**src/rtl/vga_sync_compositor_if.sv**
```systemverilog
// Pixel bus between the VGA timing/compositor block and its renderers and output pins.
// The master modport is the compositor: it produces counters/pins and consumes layer colours.
interface vga_sync_compositor_if;
   logic       pix_tick;
   logic [9:0] hcount;
   logic [9:0] vcount;
   logic [7:0] obj1_rgb;
   logic       obj1_on;
   logic [7:0] obj2_rgb;
   logic       obj2_on;
   logic [7:0] bg_rgb;
   logic [2:0] red;
   logic [2:0] green;
   logic [1:0] blue;
   logic       hsync;
   logic       vsync;
   logic       frame_tick;

   modport master (
      output pix_tick, hcount, vcount, red, green, blue, hsync, vsync, frame_tick,
      input  obj1_rgb, obj1_on, obj2_rgb, obj2_on, bg_rgb
   );

   modport slave (
      input  pix_tick, hcount, vcount, red, green, blue, hsync, vsync, frame_tick,
      output obj1_rgb, obj1_on, obj2_rgb, obj2_on, bg_rgb
   );
endinterface

```
**src/rtl/vga_sync_compositor.sv**
```systemverilog
// VGA timing generator plus two-layer priority compositor driving 3-3-2 RGB and active-low syncs.
// Outputs trail hcount/vcount by exactly one pixel period, matching the registered renderers.
module vga_sync_compositor #(
   parameter int H_VISIBLE = 640,
   parameter int H_FRONT   = 16,
   parameter int H_SYNC    = 96,
   parameter int H_BACK    = 48,
   parameter int V_VISIBLE = 480,
   parameter int V_FRONT   = 10,
   parameter int V_SYNC    = 2,
   parameter int V_BACK    = 33,
   parameter int PIX_DIV   = 2
) (
   input logic                   clock,
   input logic                   reset,
   vga_sync_compositor_if.master bus
);

   localparam int H_TOTAL = H_VISIBLE + H_FRONT + H_SYNC + H_BACK;
   localparam int V_TOTAL = V_VISIBLE + V_FRONT + V_SYNC + V_BACK;
   localparam int DIV_W   = $clog2(PIX_DIV);

   localparam logic [DIV_W-1:0] DIV_LAST = DIV_W'(PIX_DIV - 1);
   localparam logic [9:0] H_LAST   = 10'(H_TOTAL - 1);
   localparam logic [9:0] V_LAST   = 10'(V_TOTAL - 1);
   localparam logic [9:0] H_VIS    = 10'(H_VISIBLE);
   localparam logic [9:0] V_VIS    = 10'(V_VISIBLE);
   localparam logic [9:0] HS_START = 10'(H_VISIBLE + H_FRONT);
   localparam logic [9:0] HS_END   = 10'(H_VISIBLE + H_FRONT + H_SYNC - 1);
   localparam logic [9:0] VS_START = 10'(V_VISIBLE + V_FRONT);
   localparam logic [9:0] VS_END   = 10'(V_VISIBLE + V_FRONT + V_SYNC - 1);

   logic [DIV_W-1:0] divCnt;
   logic             pixTick;
   logic [9:0]       hCount;
   logic [9:0]       vCount;
   logic [7:0]       pixelReg;
   logic             hsyncReg;
   logic             vsyncReg;
   logic             videoOn;
   logic             hsNext;
   logic             vsNext;
   logic [7:0]       colourNext;

   assign pixTick = (divCnt == DIV_LAST);

   always_ff @(posedge clock) begin
      if (!reset) begin
         divCnt <= '0;
      end else if (pixTick) begin
         divCnt <= '0;
      end else begin
         divCnt <= divCnt + 1'b1;
      end
   end

   always_ff @(posedge clock) begin
      if (!reset) begin
         hCount <= '0;
         vCount <= '0;
      end else if (pixTick) begin
         if (hCount == H_LAST) begin
            hCount <= '0;
            vCount <= (vCount == V_LAST) ? 10'd0 : vCount + 10'd1;
         end else begin
            hCount <= hCount + 10'd1;
         end
      end
   end

   // Decode uses the pre-increment counters so syncs and colour stay aligned one pixel behind.
   always_comb begin
      videoOn    = (hCount < H_VIS) && (vCount < V_VIS);
      hsNext     = !((hCount >= HS_START) && (hCount <= HS_END));
      vsNext     = !((vCount >= VS_START) && (vCount <= VS_END));
      colourNext = 8'h00;
      if (videoOn) begin
         if (bus.obj1_on) begin
            colourNext = bus.obj1_rgb;
         end else if (bus.obj2_on) begin
            colourNext = bus.obj2_rgb;
         end else begin
            colourNext = bus.bg_rgb;
         end
      end
   end

   always_ff @(posedge clock) begin
      if (!reset) begin
         pixelReg <= 8'h00;
         hsyncReg <= 1'b1;
         vsyncReg <= 1'b1;
      end else if (pixTick) begin
         pixelReg <= colourNext;
         hsyncReg <= hsNext;
         vsyncReg <= vsNext;
      end
   end

   assign bus.pix_tick   = pixTick;
   assign bus.hcount     = hCount;
   assign bus.vcount     = vCount;
   assign bus.red        = pixelReg[7:5];
   assign bus.green      = pixelReg[4:2];
   assign bus.blue       = pixelReg[1:0];
   assign bus.hsync      = hsyncReg;
   assign bus.vsync      = vsyncReg;
   assign bus.frame_tick = pixTick && (hCount == H_LAST) && (vCount == V_LAST);

endmodule

```
**src/flat_wrapper.sv**
```systemverilog
// flat-port wrapper written by rule: the top's interface ports become plain ports
module vga_sync_compositor_flat 
#(
   parameter int H_VISIBLE = 640,
   parameter int H_FRONT   = 16,
   parameter int H_SYNC    = 96,
   parameter int H_BACK    = 48,
   parameter int V_VISIBLE = 480,
   parameter int V_FRONT   = 10,
   parameter int V_SYNC    = 2,
   parameter int V_BACK    = 33,
   parameter int PIX_DIV   = 2
)
  (clock, reset, bus_pix_tick, bus_hcount, bus_vcount, bus_red, bus_green, bus_blue, bus_hsync, bus_vsync, bus_frame_tick, bus_obj1_rgb, bus_obj1_on, bus_obj2_rgb, bus_obj2_on, bus_bg_rgb);
  vga_sync_compositor_if bus_i ();
  input logic clock;
  input logic reset;
  output wire logic [$bits(bus_i.pix_tick)-1:0] bus_pix_tick;
  output wire logic [$bits(bus_i.hcount)-1:0] bus_hcount;
  output wire logic [$bits(bus_i.vcount)-1:0] bus_vcount;
  output wire logic [$bits(bus_i.red)-1:0] bus_red;
  output wire logic [$bits(bus_i.green)-1:0] bus_green;
  output wire logic [$bits(bus_i.blue)-1:0] bus_blue;
  output wire logic [$bits(bus_i.hsync)-1:0] bus_hsync;
  output wire logic [$bits(bus_i.vsync)-1:0] bus_vsync;
  output wire logic [$bits(bus_i.frame_tick)-1:0] bus_frame_tick;
  input wire logic [$bits(bus_i.obj1_rgb)-1:0] bus_obj1_rgb;
  input wire logic [$bits(bus_i.obj1_on)-1:0] bus_obj1_on;
  input wire logic [$bits(bus_i.obj2_rgb)-1:0] bus_obj2_rgb;
  input wire logic [$bits(bus_i.obj2_on)-1:0] bus_obj2_on;
  input wire logic [$bits(bus_i.bg_rgb)-1:0] bus_bg_rgb;
  assign bus_pix_tick = bus_i.pix_tick;
  assign bus_hcount = bus_i.hcount;
  assign bus_vcount = bus_i.vcount;
  assign bus_red = bus_i.red;
  assign bus_green = bus_i.green;
  assign bus_blue = bus_i.blue;
  assign bus_hsync = bus_i.hsync;
  assign bus_vsync = bus_i.vsync;
  assign bus_frame_tick = bus_i.frame_tick;
  assign bus_i.obj1_rgb = bus_obj1_rgb;
  assign bus_i.obj1_on = bus_obj1_on;
  assign bus_i.obj2_rgb = bus_obj2_rgb;
  assign bus_i.obj2_on = bus_obj2_on;
  assign bus_i.bg_rgb = bus_bg_rgb;
  vga_sync_compositor #(.H_VISIBLE(H_VISIBLE), .H_FRONT(H_FRONT), .H_SYNC(H_SYNC), .H_BACK(H_BACK), .V_VISIBLE(V_VISIBLE), .V_FRONT(V_FRONT), .V_SYNC(V_SYNC), .V_BACK(V_BACK), .PIX_DIV(PIX_DIV)) u_core (.clock(clock), .reset(reset), .bus(bus_i));
endmodule
```
**config.mk**
```make
export PLATFORM = sky130hd
export DESIGN_NAME = vga_sync_compositor_flat
export DESIGN_NICKNAME = d
export VERILOG_FILES = /design/src/rtl/vga_sync_compositor_if.sv /design/src/rtl/vga_sync_compositor.sv /design/src/flat_wrapper.sv
export SDC_FILE = /design/constraint.sdc
export NUM_CORES = 1
export LEC_CHECK = 0
export BUFFER_PORTS_ARGS = -buffer_cell sky130_fd_sc_hd__clkbuf_2
export CORE_UTILIZATION = 23
export CTS_CLUSTER_DIAMETER = 100
export DETAILED_ROUTE_END_ITERATION = 8
export PLACE_DENSITY = 0.49
export SLEW_MARGIN = 20
export SYNTH_ARGS = -nofsm -noshare
export SYNTH_HDL_FRONTEND = slang
export SYNTH_SLANG_ARGS = --single-unit
```
**constraint.sdc**
```tcl
create_clock -name clock -period 4 [get_ports clock]
set_input_delay 0.8 -clock clock [delete_from_list [all_inputs] [get_ports clock]]
set_output_delay 0.8 -clock clock [all_outputs]
set_load 0.005 [all_outputs]
```
# After elaboration in Yosys (flattened, before gate mapping)
# Cells that the tools add are included.
dict set report classes {
  n_addsub 3
  magnitude_cmp 6
  n_eq_ne 2
  mux 5
  bitwise 1
  n_reduce_logical 9
}
# op count
set ops {}
lappend ops {{8-bit two-way mux} 3}
lappend ops {{10-bit by 1-bit adder with 10-bit output, second input constant} 2}
lappend ops {{10-bit equality test, second input constant} 2}
lappend ops {{10-bit two-way mux} 2}
lappend ops {{10-bit >= comparator, second input constant} 1}
lappend ops {{10-bit by 9-bit >= comparator with 1-bit output, second input constant} 1}
lappend ops {{10-bit <= comparator, second input constant} 1}
lappend ops {{10-bit by 9-bit <= comparator with 1-bit output, second input constant} 1}
lappend ops {{10-bit less-than comparator, second input constant} 1}
lappend ops {{10-bit by 9-bit less-than comparator with 1-bit output, second input constant} 1}
lappend ops {{1-bit logical AND} 5}
lappend ops {{1-bit logical NOT} 2}
lappend ops {{2-bit AND reduction} 1}
lappend ops {{2-bit OR reduction} 1}
lappend ops {{1-bit adder, second input constant} 1}
lappend ops {{1-bit NOT} 1}
dict set report word_totals {
  register_bits 31
  inputBits 28
  output_inout_bits 32
}

# Longest topological paths before layout
dict set report logic_depth {
  depth_word 3
  depth_mapped 6
  mapped_depth_nobuf 6
}

# Worst setup path before layout
# No wires, ideal clock.
dict set report synth_timing {
  kind {register to output}
  start {register u_core.hCount[4], in the netlist u_core.bus.hcount[4]}
  end {output bus_frame_tick}
  t_arrival_ns 1.500
  setup_slack_ns 1.700
  path_stages_with_launch 5
  path_buffers 1
  path_cell_list {dfxtp_1 or4b_4 or3_1 buf_2 nor2_1}
}
dict set report synth_via {
  elab_chain_len 3
}
# element line
set synth_lines {}
lappend synth_lines {{from (decl)} vga_sync_compositor.sv:35} ;# logic [9:0] hCount;
lappend synth_lines {{from (signal assigned)} vga_sync_compositor.sv:66} ;# hCount <= hCount + 10'd1;
lappend synth_lines {{10-bit equality test} vga_sync_compositor.sv:108} ;# assign bus.frame_tick = pixTick && (hCount == H_LAST) && (vCount == V_LAST);
lappend synth_lines {{1-bit logical AND (2 in series)} vga_sync_compositor.sv:108}
lappend synth_lines {{to (decl)} flat_wrapper.sv:26} ;# output wire logic [$bits(bus_i.frame_tick)-1:0] bus_frame_tick;
# No other way between the ends.

# Worst setup path after layout
# Same ends and word-level chain as after synthesis.

==> impl_metrics.env <==
export IMPL_cap_violations=0
export IMPL_synth_seq_cells=31
export IMPL_wl_per_cell_um=12.3
export IMPL_tns_ps=0
export IMPL_pwr_density_cell_nw_per_um2=319
export IMPL_cpMaxStageDelayCell="or4b_4"
export IMPL_p_leak_nw=0.816
export IMPL_grt_setup_unrepaired="false"
export IMPL_worstMarginPinSlew_ps=647
export IMPL_slew_headroom_pct=56.6
export IMPL_cp_end_kind="output port"
export IMPL_hold_buffers=0
export IMPL_core_region_area_um2=6350
export IMPL_yosysUniqueCellTypes=31
export IMPL_dpl_cell_area_um2=1880
export IMPL_cp_cell_sequence="or4b_4, or3_1, nor2_1, clkbuf_2"
export IMPL_final_cell_mix="clkbuf_2 (59), dfxtp_1 (31), nor2_1 (25)"
export IMPL_synth_edf_count=0
export IMPL_grt_pass1_wl_um=6650
export IMPL_grt_pass1_vias=1400
export IMPL_r2r_cells=4
export IMPL_cts_htree_levels=2
export IMPL_num_vias=1473
export IMPL_start_kind="flop"
export IMPL_fmax_mhz=359
export IMPL_critPathMaxStageDelay_ps=540
export IMPL_fill_cells=675
export IMPL_post_drt_via_cell_ratio=4.62
export IMPL_worstPathRequired_ps=3200
export IMPL_worst_setup_path_type="flop to output port"
export IMPL_final_max_slew_violation_count=0
export IMPL_initial_core_util_pct=23.7
export IMPL_hold_viol=0
export IMPL_finalWirelength_um=3930
export IMPL_synth_warnings=0
export IMPL_multiInputGateArea_um2=837
export IMPL_hp_class="flop to flop"
export IMPL_die_h_um=83.0
export IMPL_setup_viol=0
export IMPL_grt_overflow=0
export IMPL_rrSetupSlack_ps=1780
export IMPL_cpLargestDelayFamily="simple AND/OR/NAND/NOR gates"
export IMPL_synth_area_um2=1510
export IMPL_rows=29
export IMPL_firstDrtPassIters=4
export IMPL_min_from="u_core.pixelReg[6]"
export IMPL_nets=274
export IMPL_synthCells=182
export IMPL_drc_errors=0
export IMPL_cts_buffers=5
export IMPL_holdPathStages=2
export IMPL_syn_area_per_cell_um2=8.28
export IMPL_hpwl_um=2950
export IMPL_regToRegEndpoint="u_core.bus.vcount[2]"
export IMPL_power_uw=626
export IMPL_port_buffers=59
export IMPL_cts_post_setup_buffers_inserted=0
export IMPL_root_buffer="clkbuf_8"
export IMPL_grtUsageTotal_pct=11.9
export IMPL_cts_tree="yes"
export IMPL_r2r_start="u_core.bus.hcount[4]"
export IMPL_cts_sinks=31
export IMPL_final_common_cell="clkbuf_2"
export IMPL_period_needed_ps=2790
export IMPL_ys_flop_type="dfxtp_1"
export IMPL_cp_data_arrival_time_ps=1990
export IMPL_postRouteAntennaNets=0
export IMPL_cts_resized=0
export IMPL_finClkSkew_ps=7.90
export IMPL_crit_fanout=9
export IMPL_diodes=0
export IMPL_die_area_um2=6880
export IMPL_clk_pin_slew_worst_paths_ps=70
export IMPL_layout_drive_gt1_share_pct=28.9
export IMPL_seq_area_frac_synth_pct=41.2
export IMPL_place_congestion=0.742
export IMPL_cp_num_buf_inv=1
export IMPL_status="completed"
export IMPL_async_flop_share_pct=0
export IMPL_period_share_pct=69.6
export IMPL_die_w_um=83.0
export IMPL_boundaryPins=60
export IMPL_seq_area_um2=621
export IMPL_final_area_um2=1960
export IMPL_cts_buffer_depth=2
export IMPL_drtIter0Drc=61
export IMPL_clock_latency_ps=280
export IMPL_grt_max_degree=17
export IMPL_antenna_found_initial=0
export IMPL_vdd_ir_drop_max_v=0.000102
export IMPL_syn_to_final_growth_pct=30.2
export IMPL_whs_endpoint="u_core.pixelReg[6]"
export IMPL_syn_nets=214
## registers in the layout, indices dropped and copies added, names as in the netlist
name,cells
u_core.pixelReg,8
u_core.bus.pix_tick,1
u_core.bus.hsync,1
u_core.bus.vsync,1
u_core.bus.vcount,10
u_core.bus.hcount,10
## final cells by class
type | instances | share of cell area (%)
Clock inverter | 1 | 0.255
Sequential cell | 31 | 31.6
Timing Repair Buffer | 59 | 15.0
Tap cell | 77 | 4.91
Clock buffer | 6 | 4.21
Multi-Input combinational cell | 138 | 42.6
Inverter | 7 | 1.34
## through the flow
stage               hold WS [ps]  setup slack [ps]  util [%]  instances
global route                 486              1050      30.9        319
finish                       454              1210      30.9        319
global placement             438              1550      29.5        312
CTS                          459              1190      30.9        319
floorplan                    449              1700         -        182
detailed placement           442              1510      29.5        312
## how the worst max path moves through the flow
| stage | startpoint | endpoint | depth (start not counted) |
|---|---|---|---|
| after floorplan | u_core.bus.hcount[4] | bus_frame_tick | 4 |
| after global placement | u_core.bus.hcount[4] | bus_frame_tick | 4 |
| after detailed placement | u_core.bus.hcount[4] | bus_frame_tick | 4 |
| after CTS | u_core.bus.hcount[4] | bus_frame_tick | 4 |
| after global routing | u_core.bus.hcount[4] | bus_frame_tick | 4 |
| final | u_core.bus.hcount[4] | bus_frame_tick | 4 |
## layer usage
layer	part of all wire (%)	global-route usage (%)
met1	50	15.8
met2	45	18.3
met3	4.7	3.98
met4	0.58	3.76
met5	0	0
## Yosys cell counts, types with 2 or more instances
cell type  number  area (um^2)
or3_1           5         31.3
or4_4           2         22.5
xnor2_1         5         43.8
a21oi_1        14         70.1
dfxtp_1        31          621
o31ai_1         2         15.0
mux2i_1         8         80.1
xor2_1          8         70.1
o21ai_0        14         70.1
ha_1            4         50.1
and4_1          3         26.3
nor2_1         25         93.8
nand2_1        19         71.3
or4_1           3         22.5
nand3_1         9         45.0
nand4_1         6         37.5
clkbuf_1        5         18.8
inv_1           6         22.5
## where the power goes
part	leakage (nW)	internal [mW]	switching, mW	total, mW
Combinational	0.518	0.0256	0.0269	0.0525
Sequential	0.251	0.316	0.00736	0.324
Clock	0.0470	0.135	0.115	0.250
Total	0.816	0.477	0.149	0.626
## logic make-up (layout without fill, tap and decap cells)
group / after synthesis / in the layout / share of synthesized area [%]
simple gates: 78 / 78 / 26.3
compound gates: 35 / 35 / 13.0
flops: 31 / 31 / 41.2
xor+xnor: 13 / 13 / 7.55
buf+inv: 13 / 73 / 3.32
mux: 8 / 8 / 5.31
fa+ha+maj: 4 / 4 / 3.32
## worst reg2reg max path, cell delays in order (launching register included)
cell and delay [ps]:
dfxtp_1 460, or4b_4 540, or3_1 420, o21ai_1 560, nor2_1 100
Note: power is estimated with default switching activity, not from simulation.
